<file path="src/rtl/uart_rx_queue.sv">
// UART receive path: 8N1 deserialiser timed by the shared baud divisor,
// feeding an 8-entry circular byte queue drained through the processor port.
module uart_rx_queue (
    input  logic       clk,
    input  logic       rst_n,
    input  logic       RX,
    input  logic       iorw_n,
    input  logic       iocs_n,
    input  logic [1:0] ioaddr,
    input  logic [7:0] DBL,
    input  logic [4:0] DBH,
    output logic [7:0] rx_rdata,
    output logic       rx_queue_empty,
    output logic [3:0] rx_num_filled,
    output logic       rx_overrun,
    output logic       rx_frame_err
);

    typedef enum logic [1:0] {IDLE, START, DATA, STOP} state_t;

    state_t      state, state_next;
    logic        rx_meta, rx_s;
    logic [12:0] divisor;
    logic [12:0] baud_cnt, baud_next;
    logic [3:0]  bit_cnt, bit_next;
    logic [7:0]  shift_reg, shift_next;
    logic        sample, push, frame_err_set;

    logic [7:0]  queue_mem [8];
    logic [3:0]  wr_ptr, rd_ptr, count;
    logic        full, pop, flag_clear;

    assign divisor = {DBH, DBL};
    assign sample  = (state != IDLE) && (baud_cnt == 13'd0);

    always_ff @(posedge clk or negedge rst_n) begin
        if (!rst_n) begin
            rx_meta <= 1'b1;
            rx_s    <= 1'b1;
        end else begin
            rx_meta <= RX;
            rx_s    <= rx_meta;
        end
    end

    always_ff @(posedge clk or negedge rst_n) begin
        if (!rst_n) begin
            state     <= IDLE;
            baud_cnt  <= 13'h01b2;
            bit_cnt   <= 4'd0;
            shift_reg <= 8'd0;
        end else begin
            state     <= state_next;
            baud_cnt  <= baud_next;
            bit_cnt   <= bit_next;
            shift_reg <= shift_next;
        end
    end

    // Half-period load on start detect puts every later sample at mid-bit.
    always_comb begin
        state_next    = state;
        baud_next     = baud_cnt;
        bit_next      = bit_cnt;
        shift_next    = shift_reg;
        push          = 1'b0;
        frame_err_set = 1'b0;
        if (state != IDLE) begin
            baud_next = sample ? divisor : baud_cnt - 13'd1;
        end
        case (state)
            IDLE: begin
                if (!rx_s) begin
                    baud_next  = divisor >> 1;
                    bit_next   = 4'd0;
                    state_next = START;
                end
            end
            START: begin
                if (sample) begin
                    state_next = rx_s ? IDLE : DATA;
                end
            end
            DATA: begin
                if (sample) begin
                    shift_next = {rx_s, shift_reg[7:1]};
                    bit_next   = bit_cnt + 4'd1;
                    if (bit_cnt == 4'd7) begin
                        state_next = STOP;
                    end
                end
            end
            STOP: begin
                if (sample) begin
                    push          = rx_s;
                    frame_err_set = !rx_s;
                    state_next    = IDLE;
                end
            end
            default: state_next = IDLE;
        endcase
    end

    assign count          = wr_ptr - rd_ptr;
    assign full           = (count == 4'd8);
    assign rx_queue_empty = (count == 4'd0);
    assign rx_num_filled  = count;
    assign rx_rdata       = queue_mem[rd_ptr[2:0]];
    assign pop            = !iocs_n && iorw_n && (ioaddr == 2'b00) && !rx_queue_empty;
    assign flag_clear     = !iocs_n && !iorw_n && (ioaddr == 2'b01);

    always_ff @(posedge clk) begin
        if (push && !full) begin
            queue_mem[wr_ptr[2:0]] <= shift_reg;
        end
    end

    // Full is judged before any same-cycle pop, so a push into a full queue drops.
    always_ff @(posedge clk or negedge rst_n) begin
        if (!rst_n) begin
            wr_ptr       <= 4'd0;
            rd_ptr       <= 4'd0;
            rx_overrun   <= 1'b0;
            rx_frame_err <= 1'b0;
        end else begin
            if (push && !full) begin
                wr_ptr <= wr_ptr + 4'd1;
            end
            if (pop) begin
                rd_ptr <= rd_ptr + 4'd1;
            end
            if (push && full) begin
                rx_overrun <= 1'b1;
            end else if (flag_clear) begin
                rx_overrun <= 1'b0;
            end
            if (frame_err_set) begin
                rx_frame_err <= 1'b1;
            end else if (flag_clear) begin
                rx_frame_err <= 1'b0;
            end
        end
    end

endmodule

</file>
<file path="config.mk">
export PLATFORM = sky130hd
export DESIGN_NAME = uart_rx_queue
export DESIGN_NICKNAME = d
export VERILOG_FILES = /design/src/rtl/uart_rx_queue.sv
export SDC_FILE = /design/constraint.sdc
export NUM_CORES = 1
export LEC_CHECK = 0
export CORE_ASPECT_RATIO = 1.75
export CORE_MARGIN = 2
export CORE_UTILIZATION = 25
export DETAILED_ROUTE_END_ITERATION = 10
export MAX_ROUTING_LAYER = met4
export PLACE_DENSITY = 0.44
export SLEW_MARGIN = 20
export SYNTH_ARGS = -nofsm -noshare
export SYNTH_HDL_FRONTEND = slang
export SYNTH_SLANG_ARGS = --single-unit
</file>
<file path="constraint.sdc">
create_clock -name clk -period 3.95 [get_ports clk]
set_clock_uncertainty 0.1 [all_clocks]
set_input_delay 0.79 -clock clk [delete_from_list [all_inputs] [get_ports clk]]
set_output_delay 0.79 -clock clk [all_outputs]
set_load 0.005 [all_outputs]
</file>
## After elaboration in Yosys (flattened, before gate mapping)

Memories as Yosys holds them, arrays and structs flattened.
Index checks and enable logic that the tools add are counted.

| cells by class | value |
|---|---|
| add/subtract/negate cells | 5 |
| equal/unequal tests | 11 |
| mux-type cells | 23 |
| reductions and logical operators | 24 |

Operator list:

| operator | number |
|---|---|
| $mux W13 | 4 |
| $logic_not A13 Y1 | 1 |
| $sub A13 B1 Y13 const B | 1 |
| $add A4 B1 Y4 const B | 3 |
| $mux W2 | 6 |
| $ne A2 B2 Y1 const B | 5 |
| $mux W1 | 9 |
| $logic_and A1 B1 Y1 | 8 |
| $mux W4 | 2 |
| $pmux W2 S4 | 1 |
| $pmux W4 S2 | 1 |
| $reduce_bool A2 Y1 | 4 |
| $logic_not A1 Y1 | 5 |
| $reduce_and A5 Y1 | 1 |
| $eq A2 B1 Y1 const B | 2 |
| $eq A2 B2 Y1 const B | 2 |
| $eq A4 B3 Y1 const B | 1 |
| $eq A4 B4 Y1 const B | 1 |
| $logic_not A2 Y1 | 2 |
| $logic_not A4 Y1 | 1 |
| $sub A4 B4 Y4 | 1 |
| $reduce_and A3 Y1 | 1 |
| $reduce_and A2 Y1 | 1 |

| storage, ports and cells | value |
|---|---|
| bits in registers | 39 |
| RAM bits | 64 |
| output and inout port bits | 15 |
| logic and storage cells | 74 |
| memories | 1 |

Memory list:

| memory | words | bits a word | read ports | clocked after memory_dff | write ports | RTL line | RTL |
|---|---|---|---|---|---|---|---|
| queue_mem | 8 | 8 | 1 | 0 | 1 | 29 | `logic [7:0] queue_mem [8];` |

## Logic depth before layout (Yosys ltp)

| logic depth | value |
|---|---|
| word-level depth | 7 |
| depth in mapped cells | 10 |
| mapped depth without buffers | 9 |

## Least setup slack after synthesis

No wires, ideal clock.

| timing path | value |
|---|---|
| path type | register to register |
| from | reg rd_ptr[1] |
| to | mem queue_mem[4][0] (enable) |
| setup time | 398 ps |
| data arrival time | 3281 ps |
| required time | 3452 ps |
| setup slack | 171 ps |
| cell stages (with the launch flop) | 11 |
| buffers on the path | 3 |
| period minus slack after synthesis | 3779 ps |
| path through | dfrtp_1 clkbuf_1 clkbuf_1 inv_1 ha_1 nand2_1 o21ai_0 xnor2_1 a21o_2 buf_6 nor4b_1 |

| on the way | value |
|---|---|
| cells in the longest elaborated chain, start to end | 6 |

Ends and longest elaborated chain:

| item | RTL line | RTL |
|---|---|---|
| from (decl) | 30 | `logic [3:0] wr_ptr, rd_ptr, count;` |
| from (signal assigned) | 130 | `rd_ptr <= rd_ptr + 4'd1;` |
| $sub A4 B4 Y4 | 104 | `assign count = wr_ptr - rd_ptr;` |
| via rx_num_filled[3] | 14 | `output logic [3:0] rx_num_filled,` |
| $eq A4 B4 Y1 | 105 | `assign full = (count == 4'd8);` |
| $logic_not A1 Y1 | 113 | `if (push && !full) begin` |
| $logic_and A1 B1 Y1 | 113 |  |
| $mux W1 | 113 |  |
| $mux W1 (not written as such) | 114 | `queue_mem[wr_ptr[2:0]] <= shift_reg;` |
| to (decl) | 29 |  |

The timed path passes the listed nets, and every way through them passes these cells.

## Worst setup path in the final report

| timing path | value |
|---|---|
| from | reg wr_ptr[0] |
| to | out rx_queue_empty |

| on the way | value |
|---|---|
| cells in the longest elaborated chain, start to end | 2 |

Ends and longest elaborated chain:

| item | RTL line | RTL |
|---|---|---|
| from (decl) | 30 |  |
| from (signal assigned) | 127 | `wr_ptr <= wr_ptr + 4'd1;` |
| $sub A4 B4 Y4 | 104 |  |
| $logic_not A4 Y1 | 106 | `assign rx_queue_empty = (count == 4'd0);` |
| to (decl) | 13 | `output logic rx_queue_empty,` |

Every way passes these cells.

==> impl_metrics.xml <==
<?xml version="1.0" encoding="UTF-8"?>
<metrics>
  <group name="yosys">
    <metric name="synth.net_count" unit="">393</metric>
    <metric name="post_synth_top_area_share" unit="">0.405</metric>
    <metric name="async_reset_ff_frac" unit="">0.379</metric>
    <metric name="syn-mean-instance-area" unit="um2">13.0</metric>
    <metric name="synth_cells" unit="">365</metric>
    <metric name="top_cell_type_by_total_area_after_synthesis" unit="">edfxtp_1</metric>
    <metric name="yosysMostFrequentCell" unit="">nand2_1</metric>
    <metric name="syn_area" unit="mm2">0.00474</metric>
    <metric name="synth_seq_area_share" unit="">0.613</metric>
    <metric name="synth.distinct_cells" unit="">53</metric>
    <metric name="post_synth_edffs" unit="">64</metric>
    <metric name="ys_dominant_reg_cell" unit="">edfxtp_1</metric>
    <metric name="postSynthRegisterBits" unit="">103</metric>
    <metric name="yosysWarningCount" unit="">0</metric>
    <metric name="netlist_top_cells_count" unit="">nand2_1 (70), edfxtp_1 (64), dfrtp_1 (32)</metric>
    <metric name="netlist_top_cells_area" unit="">edfxtp_1 (41%), dfrtp_1 (17%), mux4_2 (7.6%)</metric>
  </group>
  <group name="detailed_routing">
    <metric name="wl_met1" unit="mm">3.72</metric>
    <metric name="vias_per_cell" unit="">4.50</metric>
    <metric name="wl_met3" unit="um">197</metric>
    <metric name="drt-total-wl" unit="mm">10.1</metric>
    <metric name="num_vias" unit="">2918</metric>
    <metric name="ant_nets" unit="">0</metric>
    <metric name="topRoutingLayerUsed" unit="">met4</metric>
    <metric name="route.detailed.wl_per_inst" unit="um">15.7</metric>
    <metric name="first_pass_iters" unit="">4</metric>
    <metric name="wl_met2" unit="mm">6.06</metric>
    <metric name="drtIter0Drc" unit="">90</metric>
    <metric name="remaining_drc_errors" unit="">0</metric>
  </group>
  <group name="power">
    <metric name="power_density" unit="mW/mm2">439</metric>
    <metric name="p_leak" unit="nW">2.01</metric>
    <metric name="vdd_ir_drop_max" unit="mV">0.256</metric>
  </group>
  <group name="grt">
    <metric name="grt_pass1_wl" unit="mm">16.6</metric>
    <metric name="antenna_violations_before_repair" unit="">0</metric>
    <metric name="grtUsageTotal" unit="">0.113</metric>
    <metric name="gr-total-overflow" unit="">0</metric>
    <metric name="first_global_vias" unit="">3092</metric>
    <metric name="grt_max_degree" unit="">40</metric>
  </group>
  <group name="finish">
    <metric name="area_delta_synth_final" unit="%">20.5</metric>
    <metric name="largest_reg_flops" unit="">64</metric>
    <metric name="antenna_cells_inserted" unit="">0</metric>
    <metric name="instances_no_fill" unit="">648</metric>
    <metric name="nNetsFinal" unit="">433</metric>
    <metric name="post_route_cells_drive_above_1_share" unit="">0.178</metric>
  </group>
  <group name="setup_path">
    <metric name="worstSetupPathDepth" unit="">7</metric>
    <metric name="required_time_at_the_worst_slack_endpoint" unit="ns">3.06</metric>
    <metric name="critPathKind" unit="">reg2out</metric>
    <metric name="worstPathArrival" unit="ns">2.78</metric>
    <metric name="regToRegStartpoint" unit="">baud_cnt[0]</metric>
    <metric name="critPathSlowestCell" unit="">dfrtp_1</metric>
    <metric name="critPathBufInv" unit="">3</metric>
    <metric name="timing.critical_path.max_delay_family" unit="">buffers and inverters</metric>
    <metric name="path_max_fanout" unit="">9</metric>
    <metric name="worst_setup_path_endpoint" unit="">rx_queue_empty</metric>
    <metric name="cell_breakdown_of_the_critical_path" unit="">inv_1, ha_1, inv_1, fa_1, or3_1, nor2_1, clkdlybuf4s50_1</metric>
    <metric name="crit_path_end_kind" unit="">output pin</metric>
    <metric name="crit_start" unit="">wr_ptr[0]</metric>
    <metric name="crit_path_frequent_cell" unit="">inv_1</metric>
    <metric name="critical_path.startpoint_type" unit="">register</metric>
    <metric name="depth_of_the_worst_register_to_register_path" unit="">8</metric>
    <metric name="cpPeakStageDelay" unit="ns">0.52</metric>
    <metric name="worst-r2r-setup-slack" unit="ns">0.84</metric>
    <metric name="r2r_end" unit="">queue_mem[2][6]</metric>
  </group>
  <group name="timing">
    <metric name="max_freq" unit="MHz">272</metric>
    <metric name="final.min_clock_period" unit="ns">3.67</metric>
    <metric name="report.final.hold_viol_count" unit="">0</metric>
    <metric name="setup_repair_after_global_routing_missed_its_margin" unit="">false</metric>
    <metric name="drv_slew" unit="">0</metric>
    <metric name="slew-limit-headroom" unit="">0.377</metric>
    <metric name="setup_violations" unit="">0</metric>
    <metric name="worstMarginPinSlew" unit="ns">0.931</metric>
    <metric name="finalSetupTns" unit="ns">0</metric>
    <metric name="fin_crit_sh" unit="">0.929</metric>
  </group>
  <group name="clock_network">
    <metric name="tritoncts" unit="">built</metric>
    <metric name="cts.hold.buffers_added" unit="">0</metric>
    <metric name="clock-sinks" unit="">103</metric>
    <metric name="clock_latency" unit="ns">0.35</metric>
    <metric name="cts-root-to-sink-buffers" unit="">2</metric>
    <metric name="post_cts.resized_instances" unit="">0</metric>
    <metric name="worst_setup_hold_path_clk_slew" unit="ns">0.08</metric>
    <metric name="h-tree-depth" unit="">3</metric>
    <metric name="tritoncts.num_buffers" unit="">9</metric>
    <metric name="clock_tree.root_cell" unit="">clkbuf_16</metric>
    <metric name="count_of_buffers_added_by_post_cts_timing_repair_for_setup" unit="">0</metric>
  </group>
  <group name="die">
    <metric name="fp.dieArea" unit="mm2">0.0201</metric>
    <metric name="placementRows" unit="">66</metric>
    <metric name="die_h" unit="um">186</metric>
    <metric name="initial_utilization" unit="">0.255</metric>
    <metric name="floorplan.die.width" unit="um">108</metric>
    <metric name="io_pins" unit="">35</metric>
    <metric name="core_area" unit="mm2">0.0186</metric>
  </group>
  <group name="run">
    <metric name="cap_violations" unit="">0</metric>
  </group>
  <group name="outcome">
    <metric name="run_status" unit="">completed</metric>
  </group>
  <group name="place">
    <metric name="io_buffer_count" unit="">34</metric>
    <metric name="dp_hpwl" unit="mm">7.46</metric>
    <metric name="numPlacedInstances" unit="">632</metric>
    <metric name="routabilityCongestion" unit="">0.774</metric>
  </group>
  <group name="min_path">
    <metric name="timing.hold.worst.class" unit="">reg2reg</metric>
  </group>
</metrics>
-- layout make-up --
class                      instances  area [um2]
fill                            1889       12900
multi-input combinational        234        1740
clock inverter                     7        78.8
clock buffer                       9         225
tap                              238         298
timing repair buffer              48         440
inverter                           9        33.8
sequential                       103        2910
-- per-stage QoR --
step	power [mW]	area (um2)	hold slack, ns	utilization	setup slack (ns)
3_3_place_gp	1.64	5420	0.249	0.291	0.681
3_5_place_dp	1.65	5420	0.248	0.291	0.642
5_1_grt	2.65	5720	0.267	0.308	0.0826
4_1_cts	2.56	5720	0.261	0.308	0.258
6_report	2.51	5720	0.259	0.308	0.279
2_1_floorplan	1.53	4740	0.245	-	0.171
-- power breakdown --
group          internal, mW  switching [mW]  total (mW)  leakage, nW
combinational         0.167           0.155       0.323        0.886
clock                 0.452           0.438       0.890        0.149
sequential             1.22          0.0815        1.30        0.978
total                  1.84           0.675        2.51         2.01
-- layout by cell type, fill, tap and decap left out, types with 10 or more instances in the layout --
cell and instances:
nor2_1 16, edfxtp_1 64, a21oi_1 10, buf_4 14, dfrtp_1 32, mux4_2 16, nand2_1 70, clkdlybuf4s50_1 33
o21ai_0 14
-- cell families after synthesis --
kind of cell / Yosys count / share of synthesized area
buffers and inverters: 28 / 0.0240
AO/OA/AOI/OAI: 45 / 0.0612
AND/OR/NAND/NOR: 137 / 0.147
flip-flops: 103 / 0.613
XOR/XNOR: 16 / 0.0295
multiplexers: 28 / 0.103
adder cells (fa/ha/maj): 8 / 0.0227
-- routing by layer --
metal / track usage / vias to the layer above
met5: - / -
met4: 0.0431 / 0
met3: 0.0164 / 11
met2: 0.217 / 28
met1: 0.112 / 1453
li1: - / 1426
-- worst register-to-register path, stage by stage, from the launching register on --
cell and delay [ns]:
dfrtp_1 0.40, inv_1 0.08, ha_1 0.22, or4b_4 0.55, nor4_4 0.43, nand4_1 0.19, a21o_2 0.32, nor4b_1 0.30
buf_4 0.25
-- how the worst min path moves through the flow --
stage / from / to / slack, ns / depth (start not counted)
after floorplan: rx_meta / rx_s / 0.25 / 0
after global placement: rx_meta / rx_s / 0.25 / 0
after detailed placement: rx_meta / rx_s / 0.25 / 0
after CTS: rx_meta / rx_s / 0.26 / 0
after global routing: rx_meta / rx_s / 0.27 / 0
final: rx_meta / rx_s / 0.26 / 0
(Power assumes the default switching activity.)
